===== config.mk =====
export PLATFORM = sky130hd
export DESIGN_NAME = priority_decoder_seq
export DESIGN_NICKNAME = d
export VERILOG_FILES = /design/src/rtl/priority_decoder_seq.sv
export SDC_FILE = /design/constraint.sdc
export NUM_CORES = 1
export LEC_CHECK = 0
export ABC_CLOCK_PERIOD_IN_PS = 3520
export CELL_PAD_IN_SITES_DETAIL_PLACEMENT = 0
export CELL_PAD_IN_SITES_GLOBAL_PLACEMENT = 1
export CORE_ASPECT_RATIO = 1.4
export CORE_MARGIN = 3
export CORE_UTILIZATION = 25
export DETAILED_ROUTE_END_ITERATION = 16
export GPL_TIMING_DRIVEN = 1
export PLACE_DENSITY_LB_ADDON = 0.1
export SLEW_MARGIN = 20
export SYNTH_ARGS = -nofsm -noshare
export SYNTH_HDL_FRONTEND = slang
export SYNTH_SLANG_ARGS = --single-unit

===== constraint.sdc =====
create_clock -name clk -period 3.52 [get_ports clk]
set_input_delay 0.528 -clock clk [delete_from_list [all_inputs] [get_ports clk]]
set_output_delay 0.528 -clock clk [all_outputs]
set_load 0.03 [all_outputs]

===== src/rtl/priority_decoder_seq.sv =====
// Buffers priority codes in a small FIFO and replays each as a one-hot word
// held for a programmable number of cycles.
module priority_decoder_seq #(
    parameter int unsigned FIFO_DEPTH = 4,
    parameter int unsigned CODE_W     = 8
) (
    input  logic              clk,
    input  logic              rst,
    input  logic [CODE_W-1:0] code_in,
    input  logic              code_valid,
    output logic              code_ready,
    input  logic [3:0]        hold_len,
    input  logic              err_clr,
    output logic [15:0]       onehot_out,
    output logic              busy,
    output logic [2:0]        fifo_count,
    output logic              err
);

    localparam int unsigned PTR_W = (FIFO_DEPTH > 1) ? $clog2(FIFO_DEPTH) : 1;

    typedef enum logic {
        IDLE,
        HOLD
    } state_t;

    state_t             r_state;
    state_t             w_state_nxt;
    logic [PTR_W-1:0]   r_wr_ptr;
    logic [PTR_W-1:0]   r_rd_ptr;
    logic [2:0]         r_count;
    logic [3:0]         r_timer;
    logic [3:0]         w_timer_nxt;
    logic [15:0]        r_onehot;
    logic [15:0]        w_onehot_nxt;
    logic               r_err;
    logic [4:0]         r_mem [FIFO_DEPTH];

    logic               w_is_idx;
    logic               w_is_noreq;
    logic               w_accept;
    logic               w_push;
    logic               w_bad;
    logic               w_pop;
    logic [4:0]         w_entry;
    logic [4:0]         w_head;
    logic [15:0]        w_head_onehot;
    logic [3:0]         w_hold_load;

    assign w_is_idx    = (code_in < CODE_W'(16));
    assign w_is_noreq  = (code_in == CODE_W'(8'hF0));
    assign w_accept    = code_valid && code_ready;
    assign w_push      = w_accept && (w_is_idx || w_is_noreq);
    assign w_bad       = w_accept && !(w_is_idx || w_is_noreq);
    // Entry layout: bit 4 marks the "no request" code, bits 3:0 carry the index.
    assign w_entry     = {w_is_noreq, code_in[3:0]};
    assign w_head      = r_mem[r_rd_ptr];
    assign w_head_onehot = w_head[4] ? '0 : (16'(1) << w_head[3:0]);
    assign w_hold_load = (hold_len == 4'd0) ? 4'd1 : hold_len;

    assign code_ready  = (r_count < 3'(FIFO_DEPTH));
    assign fifo_count  = r_count;
    assign onehot_out  = r_onehot;
    assign busy        = (r_state == HOLD);
    assign err         = r_err;

    always_comb begin
        w_state_nxt  = r_state;
        w_onehot_nxt = r_onehot;
        w_timer_nxt  = r_timer;
        w_pop        = 1'b0;
        case (r_state)
            IDLE: begin
                if (r_count != 3'd0) begin
                    w_pop        = 1'b1;
                    w_state_nxt  = HOLD;
                    w_onehot_nxt = w_head_onehot;
                    w_timer_nxt  = w_hold_load;
                end else begin
                    w_onehot_nxt = '0;
                end
            end
            HOLD: begin
                if (r_timer > 4'd1) begin
                    w_timer_nxt = r_timer - 4'd1;
                end else if (r_count != 3'd0) begin
                    w_pop        = 1'b1;
                    w_onehot_nxt = w_head_onehot;
                    w_timer_nxt  = w_hold_load;
                end else begin
                    w_state_nxt  = IDLE;
                    w_onehot_nxt = '0;
                    w_timer_nxt  = 4'd0;
                end
            end
            default: begin
                w_state_nxt  = IDLE;
                w_onehot_nxt = '0;
                w_timer_nxt  = 4'd0;
            end
        endcase
    end

    always_ff @(posedge clk or posedge rst) begin
        if (rst) begin
            r_state  <= IDLE;
            r_onehot <= '0;
            r_timer  <= 4'd0;
            r_wr_ptr <= '0;
            r_rd_ptr <= '0;
            r_count  <= 3'd0;
            r_err    <= 1'b0;
        end else begin
            r_state  <= w_state_nxt;
            r_onehot <= w_onehot_nxt;
            r_timer  <= w_timer_nxt;
            if (w_push) r_wr_ptr <= r_wr_ptr + PTR_W'(1);
            if (w_pop)  r_rd_ptr <= r_rd_ptr + PTR_W'(1);
            case ({w_push, w_pop})
                2'b10:   r_count <= r_count + 3'd1;
                2'b01:   r_count <= r_count - 3'd1;
                default: r_count <= r_count;
            endcase
            // Set has priority over clear.
            if (w_bad)        r_err <= 1'b1;
            else if (err_clr) r_err <= 1'b0;
        end
    end

    always_ff @(posedge clk) begin
        if (w_push) r_mem[r_wr_ptr] <= w_entry;
    end

endmodule

==> flow_summary_export.csv <==
group,metric,value,unit
status,status,"finished, final reports clean",
clock_tree,cts-root-buf,"clkbuf_16",
clock_tree,cts_tree,"yes",
clock_tree,cts_resized,0,
global_routing,grt.total_usage,9.73,%
sta,fmax,0.350,GHz
clock_tree,cts.hold.buffers_added,0,
cells_and_area,utilization,33.1,%
clock_tree,clk_pin_slew_worst_paths,0.07,ns
clock_tree,cts.htree.levels,2,
global_routing,grt_pass1_wl,7560,µm
die,fp.dieArea,10200,µm²
cells_and_area,final_cell_mix,"clkdlybuf4s50_1, dfrtp_1, edfxtp_1",
setup_path,critPathKind,"in2reg",
die,start_util,25.9,%
setup_path,cp.arrival,3.07,ns
setup_path,rr_worst_depth,11,
setup_path,critPathTopFamily,"simple AND/OR/NAND/NOR gates",
hold_path,hold_end,"onehot_out[7]",
routing,vias,1373,
sta,tightest_slew,0.807,ns
routing,first_iter_violations,66,
logic_synthesis,syn_nets,178,
cells_and_area,drive_above_1_share,10.4,%
setup_path,slowest_stage,"or4_1",
die,die_y,118,µm
setup_path,worst-path-buf-inv,3,
global_routing,grt_max_degree,30,
logic_synthesis,synthesis.instances,154,
cells_and_area,area_growth,27.8,%
global_routing,gr-total-overflow,0,
setup_path,end_kind,"flop",
setup_path,setup.worst_path.start_class,"input port",
sta,report.final.slew_viol_count,0,
sta,finalSetupViolations,0,
setup_path,rrSetupSlack,0.81,ns
logic_synthesis,yosys_warnings,0,
sta,rsz0062_at_grt,"no",
sta,tns,0,ns
power,power,2.43,mW
routing,dr.pass1.iters,4,
cells_and_area,layout_commonest_cell,"clkdlybuf4s50_1",
cells_and_area,stdcell_count,298,
setup_path,crit_path_cell_trace,"clkdlybuf4s50_1 > or4_1 > o21ai_1 > and3_1 > inv_1 > ha_1 > inv_1 > fa_1 > mux2i_1",
hold_path,hold_path_depth,1,
setup_path,cp.required,3.73,ns
clock_tree,cts_setup_buffers,0,
sta,final.min_clock_period,2.86,ns
die,die_w,86.0,µm
setup_path,cp_slowest_stage_delay,0.61,ns
logic_synthesis,synth_seq_area_share,59.2,%
hold_path,hold_start,"onehot_out[7]",
sta,period_share,81.2,%
logic_synthesis,synth.avg_cell_area,14.6,µm²
setup_path,reg2reg_from,"r_timer[0]",
power,power.density,850,nW/µm²
sta,final_hold_viol_count,0,
routing,wl,4500,µm
clock_tree,clkSinkCount,49,
die,io_pins,38,
placed_design,gp_congestion,0.669,
logic_synthesis,ys_ff_latch,49,
routing,drcViolationCount,0,
global_routing,grt_pass1_vias,1454,
power,ir_drop,0.338,mV
power,p_leak,1.12,nW
setup_path,rr_endpoint,"fifo_count[2]",
die,row_count,40,
cells_and_area,antennaDiodeCount,0,
cells_and_area,nets,216,
global_routing,antenna_found_initial,0,
logic_synthesis,synth.distinct_cells,41,
run,cap_violations,0,
clock_tree,cts_buffers,5,
clock_tree,cts_max_path_buffers,2,
setup_path,cp_max_fo,7,
clock_tree,clk_latency,0.29,ns
routing,ant_nets,0,
routing,vias_per_cell,4.61,
sta,finClkSkew,0.00514,ns
routing,post_drt_wl_per_cell,15.1,µm
cells_and_area,fill_cells,856,
sta,slew_headroom,45.7,%
placed_design,post-dp-hpwl,3540,µm
placed_design,port-buffer-count,37,
hold_path,min_path_type,"reg2reg",
placed_design,place_inst,290,
logic_synthesis,netlist_area,2240,µm²
setup_path,cpMostUsedCell,"inv_1",
die,core,8660,µm²
power breakdown:
part | internal (mW) | switching, mW
registers | 0.732 | 0.146
clock network | 0.274 | 0.232
logic | 0.458 | 0.590
total | 1.46 | 0.968
sequential cells by signal (all words and copies together) (netlist names):
register    count
r_mem          20
onehot_out     16
busy            1
r_wr_ptr        2
r_timer         4
fifo_count      3
err             1
r_rd_ptr        2
worst max path at each step:
stage | from | end | slack, ns | depth (start not counted)
floorplan | r_timer[0] | fifo_count[2] | 1.04 | 12
global placement | code_in[1] | fifo_count[2] | 0.43 | 11
detailed placement | code_in[1] | fifo_count[1] | 0.33 | 9
CTS | code_in[0] | fifo_count[1] | 0.63 | 9
global route | code_in[0] | fifo_count[1] | 0.50 | 9
finish | code_in[0] | fifo_count[1] | 0.66 | 9
stage by stage:
step	area, µm²	hold slack, ns	setup slack (ns)
finish	2860	0.510	0.662
CTS	2860	0.512	0.630
global placement	2710	0.488	0.434
global route	2860	0.524	0.501
detailed placement	2710	0.496	0.326
floorplan	2240	0.512	1.04
synthesized netlist by cell type:
cell type / number / area (µm²)
nor3b_1: 1 / 7.51
o32ai_1: 1 / 8.76
xor2_1: 2 / 17.5
o31ai_1: 1 / 7.51
nor3_4: 1 / 16.3
or3_1: 2 / 12.5
nand3b_1: 1 / 7.51
ha_1: 7 / 87.6
mux4_1: 2 / 52.6
mux2_1: 1 / 11.3
a32oi_1: 1 / 8.76
buf_2: 3 / 15.0
and2_1: 5 / 31.3
buf_6: 1 / 11.3
mux2i_1: 2 / 20.0
fa_1: 1 / 20.0
a22o_1: 16 / 140
o31a_2: 1 / 10.0
nor3_1: 2 / 10.0
clkbuf_1: 2 / 7.51
nand4_1: 1 / 6.26
mux4_2: 3 / 67.6
nand2b_4: 2 / 27.5
o221ai_1: 2 / 17.5
nor2_1: 6 / 22.5
nand2_1: 6 / 22.5
nor4b_4: 1 / 23.8
nor4_4: 3 / 63.8
o21ai_0: 1 / 5.00
a21o_1: 2 / 15.0
or4_1: 2 / 15.0
nor2b_1: 2 / 12.5
o21ai_1: 1 / 5.00
xnor2_1: 4 / 35.0
edfxtp_1: 20 / 601
a221o_1: 1 / 10.0
inv_1: 12 / 45.0
dfrtp_1: 29 / 726
and3_1: 1 / 6.26
nand3_1: 1 / 5.00
o22ai_1: 1 / 6.26
layer usage:
layer  GRT usage (%)  vias up  part of all wire [%]  wire (µm)
met5               0        -                     0          0
met4            3.56        0                   1.9         85
met3            2.45        6                   4.7        211
met2            17.7       31                    55       2490
met1            10.6      682                    38       1710
li1                -      654                     -          -
cell type report:
class	count	area, µm²	share of cell area [%]
clock buffer	5	125	4.37
timing repair buffer	37	370	12.9
clock inverter	3	28.8	1.01
tap	105	131	4.59
inverter	12	45.0	1.57
sequential	49	1330	46.3
multi-input combinational	87	836	29.2
cells by family (layout without fill, tap and decap cells):
kind of cell	count (synthesis)	after routing	share of synthesized area, %
buffers and inverters	18	57	3.52
DFF	49	49	59.2
and+or+nand+nor	37	37	13.0
muxes	8	8	6.76
adders and majority gates	8	8	4.80
xor gates and xnor gates	6	6	2.35
AOI/OAI and AO/OA	28	28	10.4
No activity file was read; power rests on OpenSTA's default activity.
